<file path="config.mk">
export PLATFORM = sky130hd
export DESIGN_NAME = fb_uart_readback
export DESIGN_NICKNAME = d
export VERILOG_FILES = /design/src/rtl/fb_uart_readback_pkg.sv /design/src/rtl/fb_addr_map.sv /design/src/rtl/fb_uart_readback.sv
export SDC_FILE = /design/constraint.sdc
export NUM_CORES = 1
export LEC_CHECK = 0
export CAP_MARGIN = 20
export CORE_MARGIN = 2
export CORE_UTILIZATION = 55
export CTS_BUF_LIST = sky130_fd_sc_hd__clkbuf_8
export DETAILED_ROUTE_END_ITERATION = 12
export PLACE_DENSITY = 0.91
export SLEW_MARGIN = 20
export SYNTH_ARGS = -nofsm -noshare
export SYNTH_HDL_FRONTEND = slang
export SYNTH_HIERARCHICAL = 1
export SYNTH_SLANG_ARGS = --single-unit
</file>
<file path="constraint.sdc">
create_clock -name rd_clk -period 3 [get_ports rd_clk]
set_input_delay 0.45 -clock rd_clk [delete_from_list [all_inputs] [get_ports rd_clk]]
set_output_delay 0.45 -clock rd_clk [all_outputs]
set_load 0.05 [all_outputs]
</file>
<file path="src/rtl/fb_uart_readback_pkg.sv">
// rtl/fb_uart_readback_pkg.sv - frame buffer geometry, header bytes and readback FSM types
package fb_uart_readback_pkg;

    localparam int FB_ADDR_W    = 13;
    localparam int PIX_W        = 8;
    localparam int FB_WIDTH     = 128;
    localparam int FB_HEIGHT    = 32;
    localparam int X_W          = 7;
    localparam int Y_W          = 5;
    localparam int PANEL_STRIDE = 384;
    localparam int COL_STRIDE   = 48;
    localparam int Y_LOW_OFFSET = 32;
    localparam int Y_SPLIT      = 16;

    localparam logic [7:0] HDR0 = 8'hA5;
    localparam logic [7:0] HDR1 = 8'h5A;

    localparam logic [X_W-1:0] X_LAST = X_W'(FB_WIDTH - 1);
    localparam logic [Y_W-1:0] Y_LAST = Y_W'(FB_HEIGHT - 1);

    typedef enum logic [2:0] {
        RB_IDLE,
        RB_HDR,
        RB_FETCH,
        RB_WAIT,
        RB_LOAD,
        RB_SEND,
        RB_GAP,
        RB_DONE
    } rb_state_t;

    // Which byte class the current SEND/GAP pair belongs to.
    typedef enum logic [1:0] {
        PH_HDR0,
        PH_HDR1,
        PH_PIXEL
    } rb_phase_t;

endpackage

</file>
<file path="src/rtl/fb_addr_map.sv">
// rtl/fb_addr_map.sv - combinational (x,y) to frame buffer address, shared by write and readback paths
module fb_addr_map
    import fb_uart_readback_pkg::*;
#(
    parameter int FB_ADDR_WIDTH = FB_ADDR_W
) (
    input  logic [X_W-1:0]           x,
    input  logic [Y_W-1:0]           y,
    output logic [FB_ADDR_WIDTH-1:0] addr
);

    logic [FB_ADDR_WIDTH-1:0] panel_off;
    logic [FB_ADDR_WIDTH-1:0] col_off;
    logic [FB_ADDR_WIDTH-1:0] row_off;

    // Top half of the rows sits after the bottom half inside each column block.
    always_comb begin
        panel_off = FB_ADDR_WIDTH'(x[3:0]) * FB_ADDR_WIDTH'(PANEL_STRIDE);
        col_off   = FB_ADDR_WIDTH'(x[6:4]) * FB_ADDR_WIDTH'(COL_STRIDE);
        if (y < Y_W'(Y_SPLIT)) begin
            row_off = FB_ADDR_WIDTH'(Y_LOW_OFFSET) + FB_ADDR_WIDTH'(y);
        end else begin
            row_off = FB_ADDR_WIDTH'(y);
        end
        addr = panel_off + col_off + row_off;
    end

endmodule

</file>
<file path="src/rtl/fb_uart_readback.sv">
// rtl/fb_uart_readback.sv - streams the frame buffer, prefixed by a two-byte sync header, to uart_tx
module fb_uart_readback
    import fb_uart_readback_pkg::*;
#(
    parameter int FB_ADDR_WIDTH = FB_ADDR_W,
    parameter int DATA_WIDTH    = PIX_W
) (
    input  logic                     rd_clk,
    input  logic                     reset,
    input  logic                     start,
    input  logic                     tx_ready,
    input  logic [DATA_WIDTH-1:0]    rd_data,
    output logic [FB_ADDR_WIDTH-1:0] rd_addr,
    output logic [DATA_WIDTH-1:0]    tx_data,
    output logic                     tx_strobe,
    output logic                     busy,
    output logic                     done
);

    rb_state_t                state, state_n;
    rb_phase_t                phase, phase_n;
    logic [X_W-1:0]           x, x_n;
    logic [Y_W-1:0]           y, y_n;
    logic [FB_ADDR_WIDTH-1:0] rd_addr_n;
    logic [DATA_WIDTH-1:0]    tx_data_n;
    logic                     tx_strobe_n;
    logic                     busy_n;
    logic                     done_n;
    logic [FB_ADDR_WIDTH-1:0] map_addr;

    fb_addr_map #(
        .FB_ADDR_WIDTH(FB_ADDR_WIDTH)
    ) u_addr_map (
        .x   (x),
        .y   (y),
        .addr(map_addr)
    );

    always_ff @(posedge rd_clk) begin
        if (reset) begin
            state     <= RB_IDLE;
            phase     <= PH_HDR0;
            x         <= '0;
            y         <= '0;
            rd_addr   <= '0;
            tx_data   <= '0;
            tx_strobe <= 1'b0;
            busy      <= 1'b0;
            done      <= 1'b0;
        end else begin
            state     <= state_n;
            phase     <= phase_n;
            x         <= x_n;
            y         <= y_n;
            rd_addr   <= rd_addr_n;
            tx_data   <= tx_data_n;
            tx_strobe <= tx_strobe_n;
            busy      <= busy_n;
            done      <= done_n;
        end
    end

    // Outputs are computed alongside the next state so that every port is a flop.
    always_comb begin
        state_n     = state;
        phase_n     = phase;
        x_n         = x;
        y_n         = y;
        rd_addr_n   = rd_addr;
        tx_data_n   = tx_data;
        tx_strobe_n = 1'b0;
        busy_n      = busy;
        done_n      = 1'b0;

        case (state)
            RB_IDLE: begin
                if (start) begin
                    state_n = RB_HDR;
                    phase_n = PH_HDR0;
                    busy_n  = 1'b1;
                    x_n     = '0;
                    y_n     = '0;
                end
            end
            RB_HDR: begin
                tx_data_n = (phase == PH_HDR0) ? DATA_WIDTH'(HDR0) : DATA_WIDTH'(HDR1);
                state_n   = RB_SEND;
            end
            RB_FETCH: begin
                rd_addr_n = map_addr;
                state_n   = RB_WAIT;
            end
            RB_WAIT: begin
                state_n = RB_LOAD;
            end
            RB_LOAD: begin
                tx_data_n = rd_data;
                state_n   = RB_SEND;
            end
            RB_SEND: begin
                if (tx_ready) begin
                    tx_strobe_n = 1'b1;
                    state_n     = RB_GAP;
                end
            end
            RB_GAP: begin
                // tx_ready is not looked at here: uart_tx needs a cycle to drop it.
                case (phase)
                    PH_HDR0: begin
                        phase_n = PH_HDR1;
                        state_n = RB_HDR;
                    end
                    PH_HDR1: begin
                        phase_n = PH_PIXEL;
                        state_n = RB_FETCH;
                    end
                    default: begin
                        if (x == X_LAST && y == Y_LAST) begin
                            state_n = RB_DONE;
                            done_n  = 1'b1;
                            busy_n  = 1'b0;
                        end else begin
                            state_n = RB_FETCH;
                            if (y == Y_LAST) begin
                                y_n = '0;
                                x_n = x + 7'd1;
                            end else begin
                                y_n = y + 5'd1;
                            end
                        end
                    end
                endcase
            end
            RB_DONE: begin
                state_n = RB_IDLE;
            end
            default: begin
                state_n = RB_IDLE;
            end
        endcase
    end

endmodule

</file>
==> run_summary.xml, run 1 <==
<?xml version="1.0" encoding="UTF-8"?>
<metrics>
  <group name="yosys">
    <metric name="synthFlopType" unit="">dfxtp_1</metric>
    <metric name="netlist-cell-type-count" unit="">47</metric>
    <metric name="synth_edf_count" unit="">0</metric>
    <metric name="synth-async-reset-ratio" unit="%">0</metric>
    <metric name="post_synth.cell_area_avg" unit="um^2">8.38</metric>
    <metric name="register_area_share_after_synthesis" unit="%">35.9</metric>
    <metric name="netlist_instances" unit="">273</metric>
    <metric name="netlist_area" unit="mm^2">0.00229</metric>
    <metric name="synth_nets" unit="">302</metric>
    <metric name="post-synth-top-area-fraction" unit="%">35.9</metric>
    <metric name="ys_warn_count" unit="">6</metric>
    <metric name="leading_cell_types_by_total_area_after_synthesis" unit="">dfxtp_1, nand2_1, ha_1, a211oi_1, a21oi_1</metric>
    <metric name="yosysTopAreaCell" unit="">dfxtp_1</metric>
    <metric name="synth-seq-cells" unit="">41</metric>
  </group>
  <group name="floorplanning">
    <metric name="dieHeight" unit="um">68.5</metric>
    <metric name="die-width" unit="um">68.5</metric>
    <metric name="io-pin-count" unit="">36</metric>
    <metric name="die-area" unit="mm^2">0.00469</metric>
    <metric name="core" unit="mm^2">0.00400</metric>
    <metric name="floorplan.rows" unit="">23</metric>
    <metric name="start_util" unit="%">57.2</metric>
  </group>
  <group name="finish">
    <metric name="area_growth_from_synthesis_to_final_layout" unit="%">20.8</metric>
    <metric name="most_common_cell_after_layout_fill_and_taps_aside" unit="">nand2_1</metric>
    <metric name="layout.cells.non_filler" unit="">355</metric>
    <metric name="fin_nets" unit="">333</metric>
    <metric name="antenna_cells_inserted" unit="">0</metric>
    <metric name="final_layout_size_suffix_gt1_share" unit="%">6.56</metric>
    <metric name="leading_cell_types_in_the_layout_fill_and_taps_excluded" unit="">nand2_1, dfxtp_1, clkdlybuf4s50_1</metric>
  </group>
  <group name="clock_network">
    <metric name="post-cts-setup-buffers" unit="">0</metric>
    <metric name="cts_num_sinks" unit="">41</metric>
    <metric name="ctsHoldBuffers" unit="">0</metric>
    <metric name="clkLatencyLatePin" unit="ps">310</metric>
    <metric name="tritoncts.num_buffers" unit="">5</metric>
    <metric name="clock_path_buffers" unit="">2</metric>
    <metric name="cts.repair.resized" unit="">0</metric>
    <metric name="tritoncts_clock_tree" unit="">built</metric>
    <metric name="clockRootBuffer" unit="">clkbuf_8</metric>
    <metric name="htree_num_levels" unit="">2</metric>
    <metric name="clkSlewWorstSetupHoldPaths" unit="ps">90</metric>
  </group>
  <group name="grt">
    <metric name="antenna_found_initial" unit="">0</metric>
    <metric name="grt_remaining_overflow" unit="">0</metric>
    <metric name="grt_max_degree" unit="">43</metric>
    <metric name="grt_pass1_wl" unit="um">8180</metric>
    <metric name="grt.total_usage" unit="%">23.1</metric>
    <metric name="grt_pass1_vias" unit="">1927</metric>
  </group>
  <group name="setup_path">
    <metric name="critical_path_buf_inv_count" unit="">0</metric>
    <metric name="critPathRequiredTime" unit="ps">3240</metric>
    <metric name="critical_path.max_stage_delay" unit="ps">380</metric>
    <metric name="crit_path_top_delay_cell" unit="">dfxtp_1</metric>
    <metric name="timing.critical_path.max_delay_family" unit="">adder cells</metric>
    <metric name="timing.critical_path.fanout_max" unit="">7</metric>
    <metric name="worstSetupStartpoint" unit="">x[5]</metric>
    <metric name="crit_path_end_kind" unit="">flip-flop</metric>
    <metric name="crit-reg2reg-launch" unit="">x[5]</metric>
    <metric name="worstSetupStartpointType" unit="">flip-flop</metric>
    <metric name="crit_arrival" unit="ps">2850</metric>
    <metric name="worst_setup_path_category" unit="">reg -&gt; reg</metric>
    <metric name="cell_chain_critical_path" unit="">ha_1 &gt; fa_1 &gt; xor2_1 &gt; ha_1 &gt; nand3_1 &gt; o21ai_0 &gt; nor3b_1 &gt; xor2_1 &gt; nand2_1 &gt; a21oi_1</metric>
  </group>
  <group name="timing">
    <metric name="fmax" unit="MHz">383</metric>
    <metric name="timing.setup.tns" unit="ps">0</metric>
    <metric name="max_slew_margin" unit="%">61.1</metric>
    <metric name="post-route-min-period" unit="ps">2610</metric>
    <metric name="hold_viol_final" unit="">0</metric>
    <metric name="finClkSkew" unit="ps">11.9</metric>
    <metric name="finalMaxSlewViolations" unit="">0</metric>
    <metric name="fin_worst_hold_slack" unit="ps">461</metric>
    <metric name="layout_worst_path_cycle_share" unit="%">87.0</metric>
    <metric name="setup_violations" unit="">0</metric>
    <metric name="worst-slew-pin-transition" unit="ps">583</metric>
    <metric name="rsz0062_at_grt" unit="">no</metric>
  </group>
  <group name="detailed_routing">
    <metric name="detailroute.via_count" unit="">2054</metric>
    <metric name="remaining_drc_errors" unit="">0</metric>
    <metric name="wire_per_inst" unit="um">14.0</metric>
    <metric name="postRouteWirelength" unit="um">4960</metric>
    <metric name="drt.antenna.violating_nets" unit="">0</metric>
    <metric name="routed_via_density" unit="">5.79</metric>
    <metric name="router_iterations_before_antenna_repair" unit="">4</metric>
    <metric name="iteration_0_drc_markers" unit="">110</metric>
  </group>
  <group name="worst_hold_path">
    <metric name="min-delay-path-class" unit="">reg -&gt; reg</metric>
    <metric name="hp-start" unit="">rd_addr[3]</metric>
  </group>
  <group name="pwr">
    <metric name="total_power" unit="uW">1260</metric>
    <metric name="power_per_cell_area" unit="mW/mm^2">457</metric>
    <metric name="max-vdd-ir-drop" unit="V">0.000295</metric>
    <metric name="leakage" unit="uW">0.00102</metric>
  </group>
  <group name="place">
    <metric name="place_congestion" unit="">0.828</metric>
    <metric name="dp_hpwl" unit="um">3460</metric>
    <metric name="placement.io_buffers" unit="">35</metric>
    <metric name="dpl.cell_count" unit="">347</metric>
  </group>
  <group name="flow_run">
    <metric name="maxCapViolations" unit="">0</metric>
  </group>
  <group name="outcome">
    <metric name="outcome" unit="">completed</metric>
  </group>
</metrics>
[synth_stat cells (2+ instances only)]
library cell and n:
fa_1 3, o2bb2ai_1 2, nor2b_1 3, ha_1 14
buf_4 5, a21oi_1 25, nor3b_1 2, o21ai_0 8
xnor2_1 5, a211oi_1 17, and3_1 3, nand3_1 5
nand4_1 2, nor2_1 19, o31ai_1 3, nand2_1 47
and2_1 3, inv_1 14, nand4b_1 2, or4_1 2
xor2_1 5, nand2b_1 4, mux2i_1 4, and3b_1 2
or3_1 5, buf_2 3, nor3_1 2, clkbuf_1 5
dfxtp_1 41
[final timing paths]
| check | cells after the start | slack, ps | to |
|---|---|---|---|
| max | 10 | 390 | rd_addr[11] |
| min | 2 | 460 | rd_addr[3] |
| max reg2reg | 10 | 390 | rd_addr[11] |
| min reg2reg | 2 | 460 | rd_addr[3] |
[area by class of cell]
type,count,area [um^2]
Clock inverter,2,37.5
Tap cell,50,62.6
Inverter,14,52.6
Sequential cell,41,821
Clock buffer,6,82.6
Multi-Input combinational cell,205,1340
Timing Repair Buffer,37,365
Fill cell,320,1240
[through the flow]
step                      setup slack [ps]  util [%]  cell area, um^2
final                                  390      69.1             2760
after global routing                   199      69.1             2760
after CTS                              384      69.1             2760
after detailed placement               413      66.1             2640
after global placement                 545      66.1             2640
after floorplan                        649         -             2290
[kinds of logic after synthesis]
group                      synth area share, %
muxes                                     1.75
AOI/OAI and AO/OA                         18.6
adders and majority gates                 10.3
DFF                                       35.9
buffers and inverters                     5.42
xor gates and xnor gates                  3.83
and+or+nand+nor                           24.2
[power by group]
part | total [uW] | internal [uW] | switching [uW] | leakage (uW)
Sequential | 587 | 565 | 22.4 | 0.000333
Combinational | 201 | 72.8 | 129 | 0.000629
Clock | 476 | 271 | 205 | 0.0000574
[sequential cells by signal (all words and copies together) (netlist names)]
name       flops
busy           1
done           1
phase          2
rd_addr       13
state          3
tx_data        8
tx_strobe      1
x              7
y              5
[tightest hold or removal path: cells and delay by family (launching register included)]
kind / cells / cell delay [ps]
AND/OR/NAND/NOR: 1 / 50
flip-flops: 1 / 320
AO/OA/AOI/OAI: 1 / 50
[layer usage]
metal / global-route usage, % / wire length (um) / vias to the layer above
met5: 0 / 0 / -
met4: 9.00 / 75 / 0
met3: 6.09 / 220 / 7
met2: 40.1 / 2550 / 57
met1: 26.9 / 2110 / 970
li1: - / - / 1020
(Power assumes the default switching activity.)
==> run 2, diff against run 1 <==
Settings changed: SLEW_MARGIN 20 to default.
==> results of run 2 <==
Same layout as run 1: the final DEF is identical, and so are final timing and power.
